**src/rtl/alu_pkg.sv**
```systemverilog
// Shared definitions for the alu and its issue controller: opcode encodings,
// the issue FSM state type and the FP opcode legality check.
package alu_pkg;

  localparam logic [2:0] OP_ADD = 3'b000;
  localparam logic [2:0] OP_SUB = 3'b001;
  localparam logic [2:0] OP_MUL = 3'b010;

  typedef enum logic [1:0] {
    ST_IDLE = 2'd0,
    ST_EXEC = 2'd1,
    ST_RESP = 2'd2
  } state_e;

  // The FP datapath only implements add, subtract and multiply.
  function automatic logic is_legal_fp_op(input logic [2:0] op);
    return (op == OP_ADD) || (op == OP_SUB) || (op == OP_MUL);
  endfunction

endpackage

```
**src/rtl/rr_arb2.sv**
```systemverilog
// Two-way round-robin arbiter. The grant is combinational; the priority
// pointer (last_grant) only advances when a grant is actually taken.
module rr_arb2 (
  input  logic clk,
  input  logic rst,
  input  logic en,
  input  logic valid0,
  input  logic valid1,
  output logic grant0,
  output logic grant1,
  output logic grant_id
);

  logic last_grant_q;
  logic last_grant_d;

  // Pick the winner: a lone requester wins, on contention the one that did not win last.
  always_comb begin
    grant0 = 1'b0;
    grant1 = 1'b0;
    if (en) begin
      if (valid0 && valid1) begin
        grant0 = last_grant_q;
        grant1 = !last_grant_q;
      end else begin
        grant0 = valid0;
        grant1 = valid1;
      end
    end
  end

  assign grant_id = grant1;

  // A grant is always taken (ready=grant, accept=valid&ready), so any grant moves the pointer.
  always_comb begin
    last_grant_d = last_grant_q;
    if (grant0 || grant1) begin
      last_grant_d = grant1;
    end
  end

  // Pointer register; reset to 1 so requester 0 wins the first contention.
  always_ff @(posedge clk or posedge rst) begin
    if (rst) begin
      last_grant_q <= 1'b1;
    end else begin
      last_grant_q <= last_grant_d;
    end
  end

endmodule

```
**src/rtl/alu_issue_ctrl.sv**
```systemverilog
// Issue sequencer in front of the shared combinational alu: arbitrates two
// requesters, holds the alu operands for the op's occupancy, captures the
// result and returns it on a single backpressured response port.
module alu_issue_ctrl
  import alu_pkg::*;
#(
  parameter int INT_CYCLES = 1,
  parameter int FP_CYCLES  = 4,
  parameter int CNT_W      = 3
) (
  input  logic        clk,
  input  logic        rst,
  input  logic        req0_valid,
  output logic        req0_ready,
  input  logic [31:0] req0_a,
  input  logic [31:0] req0_b,
  input  logic [2:0]  req0_op,
  input  logic        req0_is_fp,
  input  logic        req1_valid,
  output logic        req1_ready,
  input  logic [31:0] req1_a,
  input  logic [31:0] req1_b,
  input  logic [2:0]  req1_op,
  input  logic        req1_is_fp,
  output logic [31:0] alu_a,
  output logic [31:0] alu_b,
  output logic [2:0]  alu_op,
  output logic        alu_is_fp,
  input  logic [31:0] alu_result,
  output logic        rsp_valid,
  input  logic        rsp_ready,
  output logic        rsp_id,
  output logic [31:0] rsp_result,
  output logic        rsp_err
);

  state_e             state_q, state_d;
  logic [CNT_W-1:0]   cnt_q, cnt_d;
  logic [31:0]        alu_a_q, alu_a_d;
  logic [31:0]        alu_b_q, alu_b_d;
  logic [2:0]         alu_op_q, alu_op_d;
  logic               alu_is_fp_q, alu_is_fp_d;
  logic               id_q, id_d;
  logic [31:0]        rsp_result_q, rsp_result_d;
  logic               rsp_err_q, rsp_err_d;

  logic               arb_en;
  logic               grant0, grant1, grant_id;
  logic               accept;
  logic [31:0]        sel_a, sel_b;
  logic [2:0]         sel_op;
  logic               sel_is_fp;
  logic               sel_illegal;

  // Ready is offered only while idle; gating with rst keeps readies low during reset.
  assign arb_en = (state_q == ST_IDLE) && !rst;

  rr_arb2 u_arb (
    .clk      (clk),
    .rst      (rst),
    .en       (arb_en),
    .valid0   (req0_valid),
    .valid1   (req1_valid),
    .grant0   (grant0),
    .grant1   (grant1),
    .grant_id (grant_id)
  );

  assign accept      = grant0 || grant1;
  assign sel_a       = grant_id ? req1_a     : req0_a;
  assign sel_b       = grant_id ? req1_b     : req0_b;
  assign sel_op      = grant_id ? req1_op    : req0_op;
  assign sel_is_fp   = grant_id ? req1_is_fp : req0_is_fp;
  assign sel_illegal = sel_is_fp && !is_legal_fp_op(sel_op);

  // State register.
  always_ff @(posedge clk or posedge rst) begin
    if (rst) begin
      state_q <= ST_IDLE;
    end else begin
      state_q <= state_d;
    end
  end

  // Next-state logic: illegal FP ops skip the alu and answer immediately.
  always_comb begin
    state_d = state_q;
    unique case (state_q)
      ST_IDLE: if (accept) state_d = sel_illegal ? ST_RESP : ST_EXEC;
      ST_EXEC: if (cnt_q == '0) state_d = ST_RESP;
      ST_RESP: if (rsp_ready) state_d = ST_IDLE;
      default: state_d = ST_IDLE;
    endcase
  end

  // FSM outputs: handshake signals only.
  always_comb begin
    req0_ready = grant0;
    req1_ready = grant1;
    rsp_valid  = (state_q == ST_RESP);
  end

  // Datapath: latch operands on accept, count occupancy, capture the result.
  always_comb begin
    cnt_d        = cnt_q;
    alu_a_d      = alu_a_q;
    alu_b_d      = alu_b_q;
    alu_op_d     = alu_op_q;
    alu_is_fp_d  = alu_is_fp_q;
    id_d         = id_q;
    rsp_result_d = rsp_result_q;
    rsp_err_d    = rsp_err_q;
    unique case (state_q)
      ST_IDLE: begin
        if (accept) begin
          id_d  = grant_id;
          cnt_d = sel_is_fp ? CNT_W'(FP_CYCLES - 1) : CNT_W'(INT_CYCLES - 1);
          if (sel_illegal) begin
            rsp_err_d    = 1'b1;
            rsp_result_d = '0;
          end else begin
            alu_a_d     = sel_a;
            alu_b_d     = sel_b;
            alu_op_d    = sel_op;
            alu_is_fp_d = sel_is_fp;
          end
        end
      end
      ST_EXEC: begin
        if (cnt_q != '0) begin
          cnt_d = cnt_q - CNT_W'(1);
        end else begin
          rsp_result_d = alu_result;
          rsp_err_d    = 1'b0;
        end
      end
      default: ;
    endcase
  end

  // Datapath registers; an in-flight op is dropped on reset.
  always_ff @(posedge clk or posedge rst) begin
    if (rst) begin
      cnt_q        <= '0;
      alu_a_q      <= '0;
      alu_b_q      <= '0;
      alu_op_q     <= '0;
      alu_is_fp_q  <= 1'b0;
      id_q         <= 1'b0;
      rsp_result_q <= '0;
      rsp_err_q    <= 1'b0;
    end else begin
      cnt_q        <= cnt_d;
      alu_a_q      <= alu_a_d;
      alu_b_q      <= alu_b_d;
      alu_op_q     <= alu_op_d;
      alu_is_fp_q  <= alu_is_fp_d;
      id_q         <= id_d;
      rsp_result_q <= rsp_result_d;
      rsp_err_q    <= rsp_err_d;
    end
  end

  assign alu_a      = alu_a_q;
  assign alu_b      = alu_b_q;
  assign alu_op     = alu_op_q;
  assign alu_is_fp  = alu_is_fp_q;
  assign rsp_id     = id_q;
  assign rsp_result = rsp_result_q;
  assign rsp_err    = rsp_err_q;

endmodule
```
**config.mk**
```make
export PLATFORM = sky130hd
export DESIGN_NAME = alu_issue_ctrl
export DESIGN_NICKNAME = d
export VERILOG_FILES = /design/src/rtl/alu_pkg.sv /design/src/rtl/rr_arb2.sv /design/src/rtl/alu_issue_ctrl.sv
export SDC_FILE = /design/constraint.sdc
export NUM_CORES = 1
export LEC_CHECK = 0
export CAP_MARGIN = 10
export CORE_UTILIZATION = 35
export DETAILED_ROUTE_END_ITERATION = 7
export PLACE_DENSITY = 0.77
export SLEW_MARGIN = 10
export SYNTH_ARGS = -nofsm -noshare
export SYNTH_HDL_FRONTEND = slang
export SYNTH_SLANG_ARGS = --single-unit
```
**constraint.sdc**
```tcl
create_clock -name clk -period 3.6 [get_ports clk]
set_clock_uncertainty 0.2 [all_clocks]
set_input_delay 0.9 -clock clk [delete_from_list [all_inputs] [get_ports clk]]
set_output_delay 0.9 -clock clk [all_outputs]
set_load 0.1 [all_outputs]
```
==> flow_summary.toml <==
[grt]
antenna_found_initial = 0
track_usage_pct = 18.4
first_global_vias = 4082
grt_pass1_wl_um = 20700
overflow = 0
grt_max_degree = 69

[cells_and_area]
fill_cells = 1146
final_area_um2 = 8070
syn_to_final_growth_pct = 61.7
diodes = 0
fin_nets = 803
final_layout_size_suffix_gt1_share_pct = 43.9

[yosys]
synth_ff_type = "dfrtp_1"
yosysWarnings = 0
synthArstFlopShare_pct = 100
yosysTopAreaCell = "dfrtp_1"
synth_edf_count = 0
synthCells = 351
synth_common_cells = "126 x mux2_2, 107 x dfrtp_1, 32 x a22o_1"
syn_area_um2 = 4990
syn_nets = 526
synth-seq-cells = 108
ys_top_cells_by_area = "dfrtp_1 54%, mux2_2 28%, a22o_1 5.6%"
syn_avg_cell_area_um2 = 14.2
ys_types = 33
yosysSeqAreaShare_pct = 54.1
synth_top_area_share_pct = 53.6
yosysMostFrequentCell = "mux2_2"

[route]
ant_nets = 0
totalWireLength_um = 13400
drc = 0
drt_iter0_markers = 79
drt-vias-per-instance = 4.78
vias = 3885
drt-pass1-iter-count = 4
wire_per_inst_um = 16.5

[critical_path]
critPathLaunchType = "input port"
startpoint = "rst"
worstPathCellList = "clkdlybuf4s50_1 > or3_4 > nor2_2 > buf_12"
crit_slowest_cell = "clkdlybuf4s50_1"
end_kind = "output pin"
reg2reg_setup_slack_ns = 1.13
r2r_start = "state_q[0]$_DFFE_PP0P_"
cp.required_ns = 2.50
ff2ff_path_depth = 5
crit_path_max_incr_delay_ns = 0.51
crit_fanout = 4
path_class = "input port to output pin"
arrival_ns = 2.19

[timing]
max-slew-margin-rel_pct = 68.9
rsz0062_at_grt = "no"
fmax_mhz = 304
hold_violations = 0
slew_violations = 0
worst_slack_ns = 0.311
holdWs_ns = 0.294
setup_tns_ns = 0
tightest_slew_ns = 0.463
fin_crit_sh_pct = 91.4
period_needed_ns = 3.29
setup_viol = 0

[clock_tree]
path_clk_slew_ns = 0.07
post_cts_buffers = 0
clkLatencyLatePin_ns = 0.35
cts_resized = 0
htreeDepth = 3
numCtsBuffers = 9
cts_max_path_buffers = 2
ctsHoldBuffers = 0
cts-root-buf = "clkbuf_16"
cts_tree = "yes"
cts_sinks = 108

[die]
initial_utilization_pct = 36.0
coreArea_um2 = 13900
die_area_um2 = 14700
die_h_um = 121
rows = 43
die_width_um = 121
boundaryPins = 278

[min_path]
holdCritPathClass = "flop to flop"
min_from = "u_arb.last_grant_q$_DFFE_PP1N_"
hold_depth = 2

[placed_design]
gp_congestion = 0.756
place_ws_ns = 0.198
io_buffers = 277
postPlaceCellArea_um2 = 7790
dp_hpwl_um = 10300

[run_status]
status = "complete, no violations"

[run]
timing.max_cap.violations = 0
-- critical path: cells and delay by family --
family | cells | cell delay [ns]
buffers and inverters | 2 | 0.70
AND/OR/NAND/NOR | 2 | 0.58
-- cell families (layout without fill, tap and decap cells) --
| group | Yosys count | in the layout | share of synthesized area, % |
|---|---|---|---|
| fa+ha+maj | 2 | 2 | 0.501 |
| buf+inv | 31 | 313 | 3.26 |
| simple gates | 25 | 25 | 3.03 |
| flops | 108 | 108 | 54.1 |
| mux | 134 | 134 | 30.8 |
| compound gates | 51 | 51 | 8.24 |
-- flip-flops by register name, indices dropped and copies added (netlist names) --
register	count
alu_a	32
alu_b	32
alu_is_fp	1
alu_op	3
cnt_q	3
rsp_err	1
rsp_id	1
rsp_result	32
state_q	2
u_arb.last_grant_q	1
-- stage by stage --
stage | util (%) | instances
4_1_cts | 58.2 | 813
6_report | 58.2 | 813
3_5_place_dp | 56.1 | 797
3_3_place_gp | 56.1 | 797
5_1_grt | 58.2 | 813
2_1_floorplan | - | 351
-- layout make-up --
type	count	area, µm²	area share (%)
sequential	108	2700	33.5
clock buffer	12	256	3.18
multi-input combinational	212	2160	26.8
tap	180	225	2.79
timing repair buffer	287	2660	32.9
clock inverter	4	23.8	0.294
inverter	10	41.3	0.511
-- cell usage in the layout, fill, tap and decap left out, types with 4 or more instances in the layout --
master,n
a21oi_1,5
a22o_1,32
buf_12,6
buf_4,109
clkbuf_16,9
clkdlybuf4s50_1,172
dfrtp_1,107
inv_1,9
mux2_2,126
mux2_4,8
nand2_1,8
o21ai_0,4
-- per-layer routing --
metal | part of all wire, % | GRT usage [%] | up-vias | wire [µm]
li1 | - | - | 1835 | -
met1 | 39 | 20.5 | 1884 | 5250
met2 | 52 | 33.6 | 150 | 7030
met3 | 6.8 | 4.14 | 16 | 914
met4 | 1.8 | 7.18 | 0 | 236
met5 | 0 | 0 | - | 0
-- path summary, 6_finish.rpt --
path                                             endpoint
max                                            req0_ready
min                        u_arb.last_grant_q$_DFFE_PP1N_
max reg2reg                         alu_a[11]$_DFFE_PP0P_
min reg2reg                u_arb.last_grant_q$_DFFE_PP1N_
max in group asynchronous  u_arb.last_grant_q$_DFFE_PP1N_
min in group asynchronous          state_q[1]$_DFFE_PP0P_
Power is left out: the tool's default activity adds up to more than one toggle a clock period on the data nets, which glitch-free logic cannot reach.
